## src/rtl/alu_seq_16b.sv

```systemverilog
// ---------------------------------------------------------------------------
// alu_seq_16b
//
// Runs a 16-bit arithmetic/logic operation through an external 8-bit ALU in
// two passes. The low byte goes first and the high byte second. Carry or
// borrow is chained from the low pass into the high pass.
//
// Ports
//   clk, rst_n             clock (rising edge), synchronous active-low reset
//   in_valid / in_ready    request handshake; op, a16, b16, ci_in are sampled
//                          only on the accepting edge
//   res_valid / res_ready  result handshake; result, co_out, zo_out, err are
//                          held while res_valid=1 and res_ready=0
//   alu_a/alu_b/alu_s/     drive the 8-bit ALU; outside a pass these sit at
//   alu_ci                 0 / IDLE_S / 0
//   alu_out/alu_co/alu_zo  ALU response, captured at the end of each pass
// ---------------------------------------------------------------------------
module alu_seq_16b #(
  parameter logic [3:0] IDLE_S = 4'b1010
) (
  input  logic        clk,
  input  logic        rst_n,
  input  logic        in_valid,
  output logic        in_ready,
  input  logic [3:0]  op,
  input  logic [15:0] a16,
  input  logic [15:0] b16,
  input  logic        ci_in,
  output logic        res_valid,
  input  logic        res_ready,
  output logic [15:0] result,
  output logic        co_out,
  output logic        zo_out,
  output logic        err,
  output logic [7:0]  alu_a,
  output logic [7:0]  alu_b,
  output logic [3:0]  alu_s,
  output logic        alu_ci,
  input  logic [7:0]  alu_out,
  input  logic        alu_co,
  input  logic        alu_zo
);

  localparam logic [3:0] OP_ADD = 4'b0100;
  localparam logic [3:0] OP_ADC = 4'b0101;
  localparam logic [3:0] OP_SUB = 4'b0110;
  localparam logic [3:0] OP_SBC = 4'b0111;
  localparam logic [3:0] OP_1C  = 4'b1001;
  localparam logic [3:0] OP_AND = 4'b1010;
  localparam logic [3:0] OP_OR  = 4'b1011;
  localparam logic [3:0] OP_XOR = 4'b1100;
  localparam logic [3:0] OP_INC = 4'b1101;

  typedef enum logic [1:0] {
    ST_IDLE = 2'd0,
    ST_LO   = 2'd1,
    ST_HI   = 2'd2,
    ST_DONE = 2'd3
  } state_t;

  state_t      state_reg;
  state_t      state_next;

  logic [3:0]  op_reg;
  logic [15:0] a_reg;
  logic [15:0] b_reg;
  logic        ci_reg;
  logic [7:0]  lo_reg;
  logic [7:0]  hi_reg;
  logic        c_lo_reg;
  logic        z_lo_reg;
  logic        co_reg;
  logic        zo_reg;
  logic        err_reg;

  function automatic logic is_supported(input logic [3:0] o);
    case (o)
      OP_ADD, OP_ADC, OP_SUB, OP_SBC,
      OP_1C, OP_AND, OP_OR, OP_XOR, OP_INC: is_supported = 1'b1;
      default:                              is_supported = 1'b0;
    endcase
  endfunction

  // Logic ops carry no arithmetic: ci_in passes through both passes and
  // becomes the final carry.
  function automatic logic is_logic(input logic [3:0] o);
    case (o)
      OP_1C, OP_AND, OP_OR, OP_XOR: is_logic = 1'b1;
      default:                      is_logic = 1'b0;
    endcase
  endfunction

  // The high pass must continue the chain. ADD and INC become ADC, and SUB
  // becomes SBC, so the low-pass carry or borrow is consumed.
  function automatic logic [3:0] hi_select(input logic [3:0] o);
    case (o)
      OP_ADD:  hi_select = OP_ADC;
      OP_SUB:  hi_select = OP_SBC;
      OP_INC:  hi_select = OP_ADC;
      default: hi_select = o;
    endcase
  endfunction

  // State register
  always_ff @(posedge clk) begin
    if (!rst_n) begin
      state_reg <= ST_IDLE;
    end else begin
      state_reg <= state_next;
    end
  end

  // Next-state logic
  always_comb begin
    state_next = state_reg;
    case (state_reg)
      ST_IDLE: begin
        if (in_valid) begin
          state_next = is_supported(op) ? ST_LO : ST_DONE;
        end
      end
      ST_LO:   state_next = ST_HI;
      ST_HI:   state_next = ST_DONE;
      ST_DONE: begin
        if (res_ready) begin
          state_next = ST_IDLE;
        end
      end
      default: state_next = ST_IDLE;
    endcase
  end

  // Datapath. The request is latched once at acceptance. The per-pass ALU
  // response is then captured on the edge that ends each pass.
  always_ff @(posedge clk) begin
    if (!rst_n) begin
      op_reg   <= 4'h0;
      a_reg    <= 16'h0000;
      b_reg    <= 16'h0000;
      ci_reg   <= 1'b0;
      lo_reg   <= 8'h00;
      hi_reg   <= 8'h00;
      c_lo_reg <= 1'b0;
      z_lo_reg <= 1'b0;
      co_reg   <= 1'b0;
      zo_reg   <= 1'b0;
      err_reg  <= 1'b0;
    end else begin
      case (state_reg)
        ST_IDLE: begin
          if (in_valid) begin
            op_reg   <= op;
            a_reg    <= a16;
            b_reg    <= b16;
            ci_reg   <= ci_in;
            lo_reg   <= 8'h00;
            hi_reg   <= 8'h00;
            c_lo_reg <= 1'b0;
            z_lo_reg <= 1'b0;
            co_reg   <= 1'b0;
            zo_reg   <= 1'b0;
            err_reg  <= ~is_supported(op);
          end
        end
        ST_LO: begin
          lo_reg   <= alu_out;
          c_lo_reg <= alu_co;
          z_lo_reg <= alu_zo;
        end
        ST_HI: begin
          hi_reg <= alu_out;
          co_reg <= is_logic(op_reg) ? ci_reg : alu_co;
          zo_reg <= z_lo_reg & alu_zo;
        end
        default: begin
        end
      endcase
    end
  end

  // Outputs
  always_comb begin
    in_ready  = (state_reg == ST_IDLE);
    res_valid = (state_reg == ST_DONE);
    result    = {hi_reg, lo_reg};
    co_out    = co_reg;
    zo_out    = zo_reg;
    err       = err_reg;
    alu_a     = 8'h00;
    alu_b     = 8'h00;
    alu_s     = IDLE_S;
    alu_ci    = 1'b0;
    case (state_reg)
      ST_LO: begin
        alu_a  = a_reg[7:0];
        alu_b  = b_reg[7:0];
        alu_s  = op_reg;
        alu_ci = ci_reg;
      end
      ST_HI: begin
        alu_a  = a_reg[15:8];
        // INC adds only the low-pass carry into the high byte.
        alu_b  = (op_reg == OP_INC) ? 8'h00 : b_reg[15:8];
        alu_s  = hi_select(op_reg);
        alu_ci = is_logic(op_reg) ? ci_reg : c_lo_reg;
      end
      default: begin
      end
    endcase
  end

endmodule
```

## config.mk

```make
export PLATFORM = sky130hd
export DESIGN_NAME = alu_seq_16b
export DESIGN_NICKNAME = d
export VERILOG_FILES = /design/src/rtl/alu_seq_16b.sv
export SDC_FILE = /design/constraint.sdc
export NUM_CORES = 1
export LEC_CHECK = 0
export CAP_MARGIN = 20
export CORE_MARGIN = 10
export CORE_UTILIZATION = 45
export CTS_CLUSTER_SIZE = 16
export DETAILED_ROUTE_END_ITERATION = 7
export GPL_ROUTABILITY_DRIVEN = 1
export PLACE_DENSITY = 0.79
export SETUP_SLACK_MARGIN = 0.1
export SLEW_MARGIN = 10
export SYNTH_ARGS = -nofsm -noshare
export SYNTH_HDL_FRONTEND = slang
export SYNTH_SLANG_ARGS = --single-unit
```

## constraint.sdc

```tcl
create_clock -name clk -period 1.99 [get_ports clk]
set_input_delay 0.199 -clock clk [delete_from_list [all_inputs] [get_ports clk]]
set_output_delay 0.199 -clock clk [all_outputs]
set_load 0.05 [all_outputs]
```

==> key figures <==
Outcome
  – Status: finished with violations
  – Failing checks: setup timing

Cells and area
  – Final Cell Area: 4410 um^2
  – Share of cells above drive strength 1: 0.245
  – ANT cells: 0
  – Area delta synth->final: 61.6%
  – Final net count: between 400 and 500

Synth
  – Synth Area in Simple Gates: 0.216
  – Synth warn: 0
  – Synth top area share: 0.440
  – Mapped Cells: 318
  – Largest family of logic cells by synthesized area: compound AO/OA/AOI/OAI gates
  – Seq/Total Area, Yosys: 0.440
  – Synth Area in Adders: 0.0183
  – Most numerous cell in the Yosys netlist: nand2_1
  – Post-Syn Area: 2730 um^2
  – Most frequent cells after synthesis: nand2_1 (80), dfxtp_1 (60), a21boi_0 (38)
  – Synth Net Count: 373
  – Async SR Flop Fraction: 0
  – Cell variety after synth: 32
  – Post-synthesis mux area share: 0.00366
  – Synth Area per Inst: 8.59 um^2
  – Post-synth EDFFs: 0
  – Compound-Gate Fraction of Synth Area: 0.259
  – Register bit total from synthesis: 60
  – Post-synthesis xor/xnor area fraction: 0
  – Synth Flop Type: dfxtp_1
  – Synth area leaders: dfxtp_1 (44%), nand2_1 (11%), a21boi_0 (10%), nor2b_1 (7.8%), a32oi_1 (5.8%)
  – Cell type with the largest total area after synthesis: dfxtp_1

Setup path
  – Critical Path RT: 1790 ps
  – Crit path launch: state_reg[0]
  – Critical Path Sink Type: output pin
  – Reg2reg start: state_reg[0]
  – Crit path launch type: register
  – Max Fanout on Critical Path: 5
  – Kind of critical path: reg2out
  – CP arrival: 1790 ps

Clock network
  – Clock transition at the registers of the reported paths: 70 ps
  – CTS H-tree lvls: 3
  – Clk sinks: 60
  – Clk_lat worst skew: 350 ps
  – CTS tree: built
  – Cts hold-fix bufs: 0
  – Clock Root Buffer: clkbuf_8
  – Clock buffer count from CTS: 9
  – CTS Buffer Depth: 2

STA
  – Crit path time final: 1990 ps
  – Setup TNS: -2.73 ps
  – Unrepaired setup endpoints after global routing: true
  – Hold Slack: 406 ps
  – Worst-Margin Slew: ~540 ps
  – Final Hold Vio Count: 0
  – Setup ws final: -2.73 ps
  – Max frequency: 0.502 GHz
  – Fin. max-slew vios: 0
  – Setup violators final: 1
  – Worst Clk Skew: 8.66 ps
  – Crit share post-route: 1.00
  – Slew HR: 0.641

Pwr
  – Clk network pwr share: 0.175
  – Worst vdd ir: 0.00113 V
  – Sw Share: 0.421
  – Power density over the cells: 1240 nW/um^2
  – Sequential Power Share: 0.286
  – Switching power: 2310 uW
  – Leakage: 0.00156 uW
  – Pint: 3170 uW
  – Total Power: 5480 uW
  – Comb power frac: 0.539

GRT
  – Layer with the highest usage: met2
  – Met2 Use GR: 0.322
  – Grt met1 use: 0.200
  – Largest net degree at the start of global routing: 62
  – Vias in the first global route: 2,747
  – Initial antenna violation count: 0
  – Gr usage total: 0.185
  – Grt total ovfl: 0
  – First-pass GRT wire length: roughly 15 mm
  – Met3 usage: 0.0599

Die
  – Die H: 97.9 um
  – I/O Pins: 93
  – Die area: 9590 um^2
  – FP Rows: 28
  – Starting Density: 0.461
  – Die X: 97.9 um
  – Core Region: 5920 um^2

Placed design
  – IO buf count: 92
  – Routability congestion estimate: around 0.76
  – Post-place instance area: 3940 um^2
  – Sum of net half-perimeters after detailed placement: 5.74 mm

Hold path
  – Worst min path class: in2reg
  – Hold Startpoint: a16[9]

Drt
  – DRT Pass-1 Iters: 4
  – Drt first-iter violations: 195
  – DRT antenna net count: 0
  – Routed len/inst: 18.5 um
  – Routed Wire Length: 9.20 mm
  – Vias: 2,730
  – Via density per instance: 5.50
  – DRC: 0

Job
  – Max cap viols: 0
layout by cell type, fill, tap and decap left out, types with 3 or more instances in the layout:
cell type        synthesis  final
o21ai_0                  7      6
dfxtp_1                 60     56
a22oi_2                  0     13
clkbuf_8                 0     10
buf_6                    2      6
a32oi_1                 18     18
buf_12                   0     22
nor2b_4                  0      6
clkinv_2                 0      4
ha_4                     0      3
nor2b_2                  0     10
clkdlybuf4s50_1          0     69
a22oi_1                 16      3
o21ai_1                  2      3
a21oi_1                  3      3
nand2_1                 80     80
a21boi_0                38     38
inv_1                    6      3
nor2b_1                 34     18
dfxtp_4                  0      3
buf_4                    7     14
power groups by stage:
stage	sequential, uW	combinational, uW	clock (uW)
floorplan	1700	1430	0
detailed placement	1540	2420	0
global route	1590	3110	1030
finish	1570	2950	960
CTS	1550	2850	964
global placement	1540	2370	0
critical path, cell delays in order, from the launching register on:
cell and delay, ps:
dfxtp_4 360, inv_4 60, ha_4 130, inv_2 50
a41oi_4 210, buf_6 140, buf_12 110, a22oi_2 50
nor2b_2 180, buf_12 160
routing by layer:
metal	vias up	routed length, um	part of all wire
met4	0	210	0.023
li1	1297	-	-
met1	1324	3550	0.39
met3	16	624	0.068
met2	93	4820	0.52
met5	-	0	0
cell families (layout without fill, tap and decap cells):
logic type,Yosys count,in the layout
simple gates,127,127
compound gates,93,93
flops,60,60
buf+inv,33,136
fa+ha+maj,4,4
mux,1,1
path summary, 6_finish.rpt:
| kind | end | slack, ps | cells after the start |
|---|---|---|---|
| max | alu_b[6] | -3 | 9 |
| min | a_reg[9] | 410 | 3 |
| max reg2reg | c_lo_reg | 230 | 7 |
| min reg2reg | a_reg[7] | 470 | 2 |
cell type report:
type                            instances  area (um^2)
Clock buffer                           11          141
Clock inverter                          5         27.5
Fill cell                             381         1510
Inverter                                6         25.0
Multi-Input combinational cell        225         1550
Sequential cell                        60         1210
Tap cell                               75         93.8
Timing Repair Buffer                  114         1370
metrics by stage:
step,instances,setup WS [ps],util
after global routing,496,-61.3,0.745
after global placement,469,293,0.665
after floorplan,318,100,-
after CTS,495,61.8,0.743
final,496,-2.73,0.745
after detailed placement,469,195,0.665
timing repair:
action,CTS,global route
pin swaps,7,2
endpoints found under the setup margin,22,22
hold endpoints to repair,0,0
gates cloned,1,0
resized for setup,42,7
setup buffers,9,1
Note: power is estimated with default switching activity, not from simulation.
